===== src/rtl/cache_controller.sv =====
`default_nettype none
// ============================================================================
// Module   : cache_controller
// Purpose  : Request sequencer for a direct-mapped write-back cache.
//            It accepts one CPU word request at a time and latches its
//            tag/index/offset. It drives the cache lookup enables. On a
//            miss it writes back a dirty victim, refills the block from
//            memory, and then replays the lookup.
// Options  : CACHE_STATS_EN adds saturating hit/miss/write-back counters.
// Revision : 1.0 - initial release
// ============================================================================
module cache_controller #(
  parameter int TAG_W    = 24,
  parameter int INDEX_W  = 6,
  parameter int OFFSET_W = 2,
  parameter int CNT_W    = 32
) (
  input  logic                              clk,
  input  logic                              rst_n,
  input  logic                              cpu_valid,
  input  logic                              cpu_req_type,
  input  logic [TAG_W+INDEX_W+OFFSET_W-1:0] cpu_addr,
  output logic                              cpu_done,
  output logic                              cpu_busy,
  output logic [TAG_W-1:0]                  tag,
  output logic [INDEX_W-1:0]                index,
  output logic [OFFSET_W-1:0]               blk_offset,
  output logic                              req_type,
  output logic                              read_en_cache,
  output logic                              write_en_cache,
  output logic                              ready_mem,
  input  logic                              hit,
  input  logic                              dirty_bit,
  input  logic [TAG_W-1:0]                  victim_tag,
  output logic                              mem_rd_req,
  output logic                              mem_wr_req,
  output logic [TAG_W+INDEX_W-1:0]          mem_addr,
  input  logic                              mem_ready
`ifdef CACHE_STATS_EN
  ,
  output logic [CNT_W-1:0]                  hit_count,
  output logic [CNT_W-1:0]                  miss_count,
  output logic [CNT_W-1:0]                  wb_count
`endif
);

  localparam logic [1:0] c_IDLE       = 2'd0;
  localparam logic [1:0] c_COMPARE    = 2'd1;
  localparam logic [1:0] c_WRITE_BACK = 2'd2;
  localparam logic [1:0] c_ALLOCATE   = 2'd3;

  logic [1:0]          state_q, state_d;
  logic [TAG_W-1:0]    tag_q, tag_d;
  logic [TAG_W-1:0]    wb_tag_q, wb_tag_d;
  logic [INDEX_W-1:0]  index_q, index_d;
  logic [OFFSET_W-1:0] offset_q, offset_d;
  logic                req_type_q, req_type_d;
  logic                done_q, done_d;
  logic                accept;

  // A new request is taken only from IDLE, never in the done-pulse cycle.
  assign accept = (state_q == c_IDLE) && cpu_valid && !done_q;

  // Next-state and request-latch logic.
  always_comb begin
    state_d    = state_q;
    tag_d      = tag_q;
    wb_tag_d   = wb_tag_q;
    index_d    = index_q;
    offset_d   = offset_q;
    req_type_d = req_type_q;
    done_d     = 1'b0;
    case (state_q)
      c_IDLE: begin
        if (accept) begin
          offset_d   = cpu_addr[OFFSET_W-1:0];
          index_d    = cpu_addr[OFFSET_W +: INDEX_W];
          tag_d      = cpu_addr[OFFSET_W+INDEX_W +: TAG_W];
          req_type_d = cpu_req_type;
          state_d    = c_COMPARE;
        end
      end
      c_COMPARE: begin
        if (hit) begin
          state_d = c_IDLE;
          done_d  = 1'b1;
        end else if (dirty_bit) begin
          // Capture the victim tag now; the cache line is overwritten later.
          wb_tag_d = victim_tag;
          state_d  = c_WRITE_BACK;
        end else begin
          state_d = c_ALLOCATE;
        end
      end
      c_WRITE_BACK: if (mem_ready) state_d = c_ALLOCATE;
      c_ALLOCATE:   if (mem_ready) state_d = c_COMPARE;
      default:      state_d = c_IDLE;
    endcase
  end

  // State and latched-request registers; reset drops everything at once.
  always_ff @(posedge clk or negedge rst_n) begin
    if (!rst_n) begin
      state_q    <= c_IDLE;
      tag_q      <= '0;
      wb_tag_q   <= '0;
      index_q    <= '0;
      offset_q   <= '0;
      req_type_q <= 1'b0;
      done_q     <= 1'b0;
    end else begin
      state_q    <= state_d;
      tag_q      <= tag_d;
      wb_tag_q   <= wb_tag_d;
      index_q    <= index_d;
      offset_q   <= offset_d;
      req_type_q <= req_type_d;
      done_q     <= done_d;
    end
  end

  // Cache enables and memory handshake decode from the current state.
  always_comb begin
    read_en_cache  = 1'b0;
    write_en_cache = 1'b0;
    ready_mem      = 1'b0;
    mem_rd_req     = 1'b0;
    mem_wr_req     = 1'b0;
    mem_addr       = '0;
    case (state_q)
      c_COMPARE: begin
        read_en_cache  = 1'b1;
        write_en_cache = req_type_q;
      end
      c_WRITE_BACK: begin
        mem_wr_req = 1'b1;
        mem_addr   = {wb_tag_q, index_q};
      end
      c_ALLOCATE: begin
        mem_rd_req     = 1'b1;
        mem_addr       = {tag_q, index_q};
        // The refill is written in the same cycle that memory acknowledges.
        write_en_cache = mem_ready;
        ready_mem      = mem_ready;
      end
      default: ;
    endcase
  end

  assign cpu_done   = done_q;
  assign cpu_busy   = (state_q != c_IDLE) || done_q;
  assign tag        = tag_q;
  assign index      = index_q;
  assign blk_offset = offset_q;
  assign req_type   = req_type_q;

`ifdef CACHE_STATS_EN
  logic             replay_q, replay_d;
  logic [CNT_W-1:0] hit_cnt_q, hit_cnt_d;
  logic [CNT_W-1:0] miss_cnt_q, miss_cnt_d;
  logic [CNT_W-1:0] wb_cnt_q, wb_cnt_d;

  // Saturating statistics; the hit after a refill is a replay and is not counted.
  always_comb begin
    replay_d   = replay_q;
    hit_cnt_d  = hit_cnt_q;
    miss_cnt_d = miss_cnt_q;
    wb_cnt_d   = wb_cnt_q;
    if (accept) replay_d = 1'b0;
    if (state_q == c_COMPARE) begin
      if (hit) begin
        if (!replay_q && (hit_cnt_q != '1)) hit_cnt_d = hit_cnt_q + 1'b1;
      end else begin
        replay_d = 1'b1;
        if (miss_cnt_q != '1) miss_cnt_d = miss_cnt_q + 1'b1;
      end
    end
    if ((state_q == c_WRITE_BACK) && mem_ready && (wb_cnt_q != '1))
      wb_cnt_d = wb_cnt_q + 1'b1;
  end

  // Statistics registers.
  always_ff @(posedge clk or negedge rst_n) begin
    if (!rst_n) begin
      replay_q   <= 1'b0;
      hit_cnt_q  <= '0;
      miss_cnt_q <= '0;
      wb_cnt_q   <= '0;
    end else begin
      replay_q   <= replay_d;
      hit_cnt_q  <= hit_cnt_d;
      miss_cnt_q <= miss_cnt_d;
      wb_cnt_q   <= wb_cnt_d;
    end
  end

  assign hit_count  = hit_cnt_q;
  assign miss_count = miss_cnt_q;
  assign wb_count   = wb_cnt_q;
`else
  // Without statistics, CNT_W only sizes ports that are not built.
  if (CNT_W > 0) begin : g_stats_off
  end
`endif

endmodule
`default_nettype wire


===== config.mk =====
export PLATFORM = sky130hd
export DESIGN_NAME = cache_controller
export DESIGN_NICKNAME = d
export VERILOG_FILES = /design/src/rtl/cache_controller.sv
export SDC_FILE = /design/constraint.sdc
export NUM_CORES = 1
export LEC_CHECK = 0
export ABC_AREA = 0
export BUFFER_PORTS_ARGS = -buffer_cell sky130_fd_sc_hd__buf_2
export CORE_MARGIN = 2
export CORE_UTILIZATION = 46
export CTS_CLUSTER_SIZE = 12
export DETAILED_ROUTE_END_ITERATION = 8
export GPL_TIMING_DRIVEN = 0
export PLACE_DENSITY_LB_ADDON = 0.12
export SLEW_MARGIN = 20
export SYNTH_ARGS = -nofsm -noshare
export SYNTH_HDL_FRONTEND = slang
export SYNTH_SLANG_ARGS = --single-unit
export TNS_END_PERCENT = 30

===== constraint.sdc =====
create_clock -name clk -period 2.1 [get_ports clk]
set_input_delay 0.42 -clock clk [delete_from_list [all_inputs] [get_ports clk]]
set_output_delay 0.42 -clock clk [all_outputs]
set_load 0.01 [all_outputs]

After elaboration in Yosys (flattened, before gate mapping)
Index checks and enable logic that the tools add are counted.
W data, S select, Z words.
{"block": "totals", "ff_bits": 60, "inputBits": 63, "out_inout_bits": 70, "wordCells": 37}
{"block": "op_classes", "eq_ne": 6, "muxes": 14, "bitwise": 1, "reduce_logical": 9}
{"cell": "$pmux W30 S2", "n": 1}
{"cell": "$mux W2", "n": 4}
{"cell": "$pmux W2 S4", "n": 1}
{"cell": "$mux W1", "n": 7}
{"cell": "$ne A2 B2 Y1 const B", "n": 3}
{"cell": "$reduce_and A3 Y1", "n": 2}
{"cell": "$eq A2 B2 Y1 const B", "n": 2}
{"cell": "$eq A2 B1 Y1 const B", "n": 1}
{"cell": "$logic_and A1 B1 Y1", "n": 2}
{"cell": "$logic_not A2 Y1", "n": 1}
{"cell": "$pmux W1 S2", "n": 1}
{"cell": "$reduce_and A2 Y1", "n": 1}
{"cell": "$reduce_bool A2 Y1", "n": 1}
{"cell": "$logic_not A1 Y1", "n": 1}
{"cell": "$logic_or A1 B1 Y1", "n": 1}
{"cell": "$not A1 Y1", "n": 1}

Depth between registers and ports, before layout
{"block": "depth", "depth_word": 5, "mapped_depth": 6, "depth_no_buf": 5}

Least setup slack after synthesis
Ideal clock, no wire load.
{"block": "synth_timing", "path_type": "register to output", "start": "reg state_q[0]", "end": "out mem_addr[10]", "arrival_ns": 1.346, "t_required_ns": 1.680, "path_slack_ns": 0.334, "path_stages_with_launch": 6, "path_buffers": 2, "path_cell_list": "dfrtp_1 > inv_1 > ha_1 > buf_2 > clkbuf_1 > a22o_1"}
{"block": "synth_via", "elab_chain_len": 2, "word_cells_on_any_way": 3, "cone_classes": "eq/ne: 2; mux: 1"}
{"element": "start: declaration", "line_no": "52", "source": "logic [1:0] state_q, state_d;"}
{"element": "start signal: assignment", "line_no": "104", "source": "state_q <= c_IDLE;"}
{"element": "start signal: assignment", "line_no": "112", "source": "state_q <= state_d;"}
{"element": "$eq A2 B2 Y1", "line_no": "130", "source": "case (state_q)"}
{"element": "$pmux W30 S2 (*)", "line_no": "130"}
{"element": "end: declaration", "line_no": "37", "source": "output logic [TAG_W+INDEX_W-1:0] mem_addr,"}
Every way passes the cells marked *; elsewhere a longest branch is shown, timed or not.

Worst setup path in the final report
{"block": "layout_timing", "start": "reg state_q[1]", "end": "out mem_addr[24]"}
Same word-level chain as after synthesis.

==> impl_metrics.yaml <==
run_status:
  status: "finished clean"
yosys:
  synth.largest_area_cell: "dfrtp_1"
  yosys.area_share.adder: 0.0182
  ys_types: 22
  synth_mux_area_frac: 0.267
  syn_area_sq_um: 2760
  synth_edf_count: 0
  synthesis.nets: 247
  async_flop_share: 1.00
  synth-main-ff-cell: "dfrtp_1"
  synthTopCellsByArea: "dfrtp_1 54%, mux2_2 15%, mux2_4 11%"
  synth-compound-area-share: 0.0863
  avgSynthCellArea_sq_um: 15.3
  synth_seq_cells: 60
  yosys_warnings: 0
  syn_inst: 180
  synth_top_area_frac: 0.545
  synth_top_family_by_area: "multiplexers"
  yosys.area_share.simple: 0.0431
  synth-xor-area-share: 0
  ys_seq_area_frac: 0.545
die:
  num_io_pins: 133
  die_w_um: 81.4
  std_cell_rows: 28
  fp.coreArea_sq_um: 5850
  die_height_um: 81.4
  die_area_sq_um: 6620
  start_util: 0.471
sta:
  finalSetupViolCount: 0
  setup_tns_ns: 0
  fin_crit_sh: 0.973
  fin_crit_ns: 2.04
  hold_violations: 0
  rsz0062_at_grt: "true"
  worst_pin_slew_ns: 0.752
  skew_ns: 0.00901
  fmax_ghz: 0.489
  slew_viol_final: 0
  worst_slew_margin_rel: 0.499
cts:
  ctsHtreeMaxLevel: 3
  insertion_delay_ns: 0.32
  cts_tree: "done"
  cts_buffer_depth: 2
  cts_sinks: 60
  cts_root_buffer: "clkbuf_8"
  clkTransAtPathRegs_ns: 0.07
  numCtsBuffers: 9
global_routing:
  grt_pass1_wl_mm: 9.05
  grt_use_total: 0.185
  grt-ovfl-total: 0
  antenna_found_initial: 0
  grt_pass1_vias: 1921
  grt_max_degree: 61
layout:
  area_delta_synth_final_pct: 39.6
  drive_above_1_share: 0.684
  fill_cells: 475
  antenna_cells: 0
  final_common_cell: "buf_2"
  final_nets: 391
  regArea_sq_um: 1500
  layout_common_cells: "131 x buf_2, 59 x dfrtp_1, 37 x mux2_2, 24 x a22o_1, 20 x mux2_4"
  final_area_sq_um: 3850
  multiInputGateArea_sq_um: 1160
critical_path:
  cp-start-kind: "flip-flop"
  worstSetupPathType: "flip-flop to primary output"
  path_max_fanout: 10
  timing.rr.end: "wb_tag_q[17]"
  endpoint_kind: "primary output"
  r2r_start: "state_q[1]"
  arrival_ns: 1.62
  critPathRequiredTime_ns: 1.68
  r2r_setup_slack_ns: 0.28
  reg2regPathDepth: 7
power_and_ir_drop:
  p_per_area_nw_per_um2: 1490
  vdd.ir_drop.worst_v: 0.000745
  power.leakage_nw: 2.06
detailed_routing:
  drt-total-wl_mm: 6.09
  viasPerCell: 4.87
  postRouteAntennaNets: 0
  dr.pass1.iters: 4
  dr.first_iter.drc_count: 51
  wl_per_cell_um: 15.1
  vias: 1966
  drc_errors: 0
min_path:
  min_path_type: "input port to asynchronous set/reset pin"
placed_design:
  io_buffers: 132
  placed_cell_area_sq_um: 3510
  place.gp.congestion: 0.748
  dp_hpwl_mm: 4.41
run:
  cap_violations: 0
[layout make-up]
cell class | instances | share of cell area
buffer | 11 | 0.0416
tap | 75 | 0.0244
inverter | 3 | 0.00293
timing repair buffer | 133 | 0.174
clock buffer | 12 | 0.0403
clock inverter | 4 | 0.0247
multi-input combinational | 106 | 0.301
sequential | 60 | 0.391
[through the flow]
stage	instances	total power [mW]	hold WS [ns]	utilization	setup WS (ns)
after floorplan	180	3.59	0.124	-	0.334
after global placement	387	4.37	0.484	0.600	-0.0000271
after detailed placement	387	4.44	0.490	0.600	-0.0141
after CTS	404	5.79	0.193	0.654	0.00123
after global routing	404	6.11	0.212	0.658	-0.00356
final	404	5.75	0.159	0.658	0.0571
[worst max-delay path by stage]
stage	to	slack (ns)	cells past startpoint	from
finish	mem_addr[24]	0.06	5	state_q[1]
global route	mem_addr[12]	-0.004	5	state_q[0]
CTS	mem_addr[24]	0.001	6	state_q[0]
detailed placement	mem_addr[7]	-0.01	5	state_q[1]
global placement	mem_addr[8]	-0.00003	5	state_q[1]
floorplan	mem_addr[10]	0.33	5	state_q[0]
[worst max-delay path, stage by stage (launching register included)]
cell and delay [ns]:
dfrtp_2 0.43, ha_2 0.19, buf_4 0.17, clkbuf_8 0.17, a22o_1 0.21, buf_2 0.14
[cell families after synthesis]
logic type / after synthesis
fa+ha+maj: 4
simple gates: 15
compound gates: 28
mux: 59
buf+inv: 14
flops: 60
[synthesized netlist by cell type (2+ instances only)]
cell type,count
buf_6,3
buf_2,2
a22o_1,24
mux2_2,37
buf_12,2
mux2_4,20
mux2i_1,2
and2_1,7
dfrtp_1,60
clkbuf_1,4
inv_1,3
ha_1,4
nand2b_1,3
[timing repair]
| action | in CTS | in global routing |
|---|---|---|
| buffers inserted | 1 | 0 |
| gates resized for setup | 17 | 5 |
| endpoints found under the setup margin | 22 | 20 |
| hold buffers | 0 | 0 |
| pin swaps | 0 | 0 |
[state kept, by name (all words and copies together) (netlist names)]
register	count
state_q	2
cpu_done	1
tag	24
blk_offset	2
req_type	1
index	6
wb_tag_q	24
[metal layers]
| metal | share of wire | up-vias | routed length [um] | track usage |
|---|---|---|---|---|
| met3 | 0.058 | 7 | 351 | 0.0389 |
| met5 | 0 | - | 0 | 0 |
| met1 | 0.43 | 952 | 2650 | 0.241 |
| met4 | 0.011 | 0 | 68 | 0.0814 |
| met2 | 0.50 | 68 | 3020 | 0.296 |
| li1 | - | 939 | - | - |
[power by group]
group          total (mW)  switching, mW  internal (mW)
combinational        2.34          0.992           1.35
sequential           2.12          0.374           1.75
clock                1.28          0.427          0.852
Power figures use the tool's default switching activity.
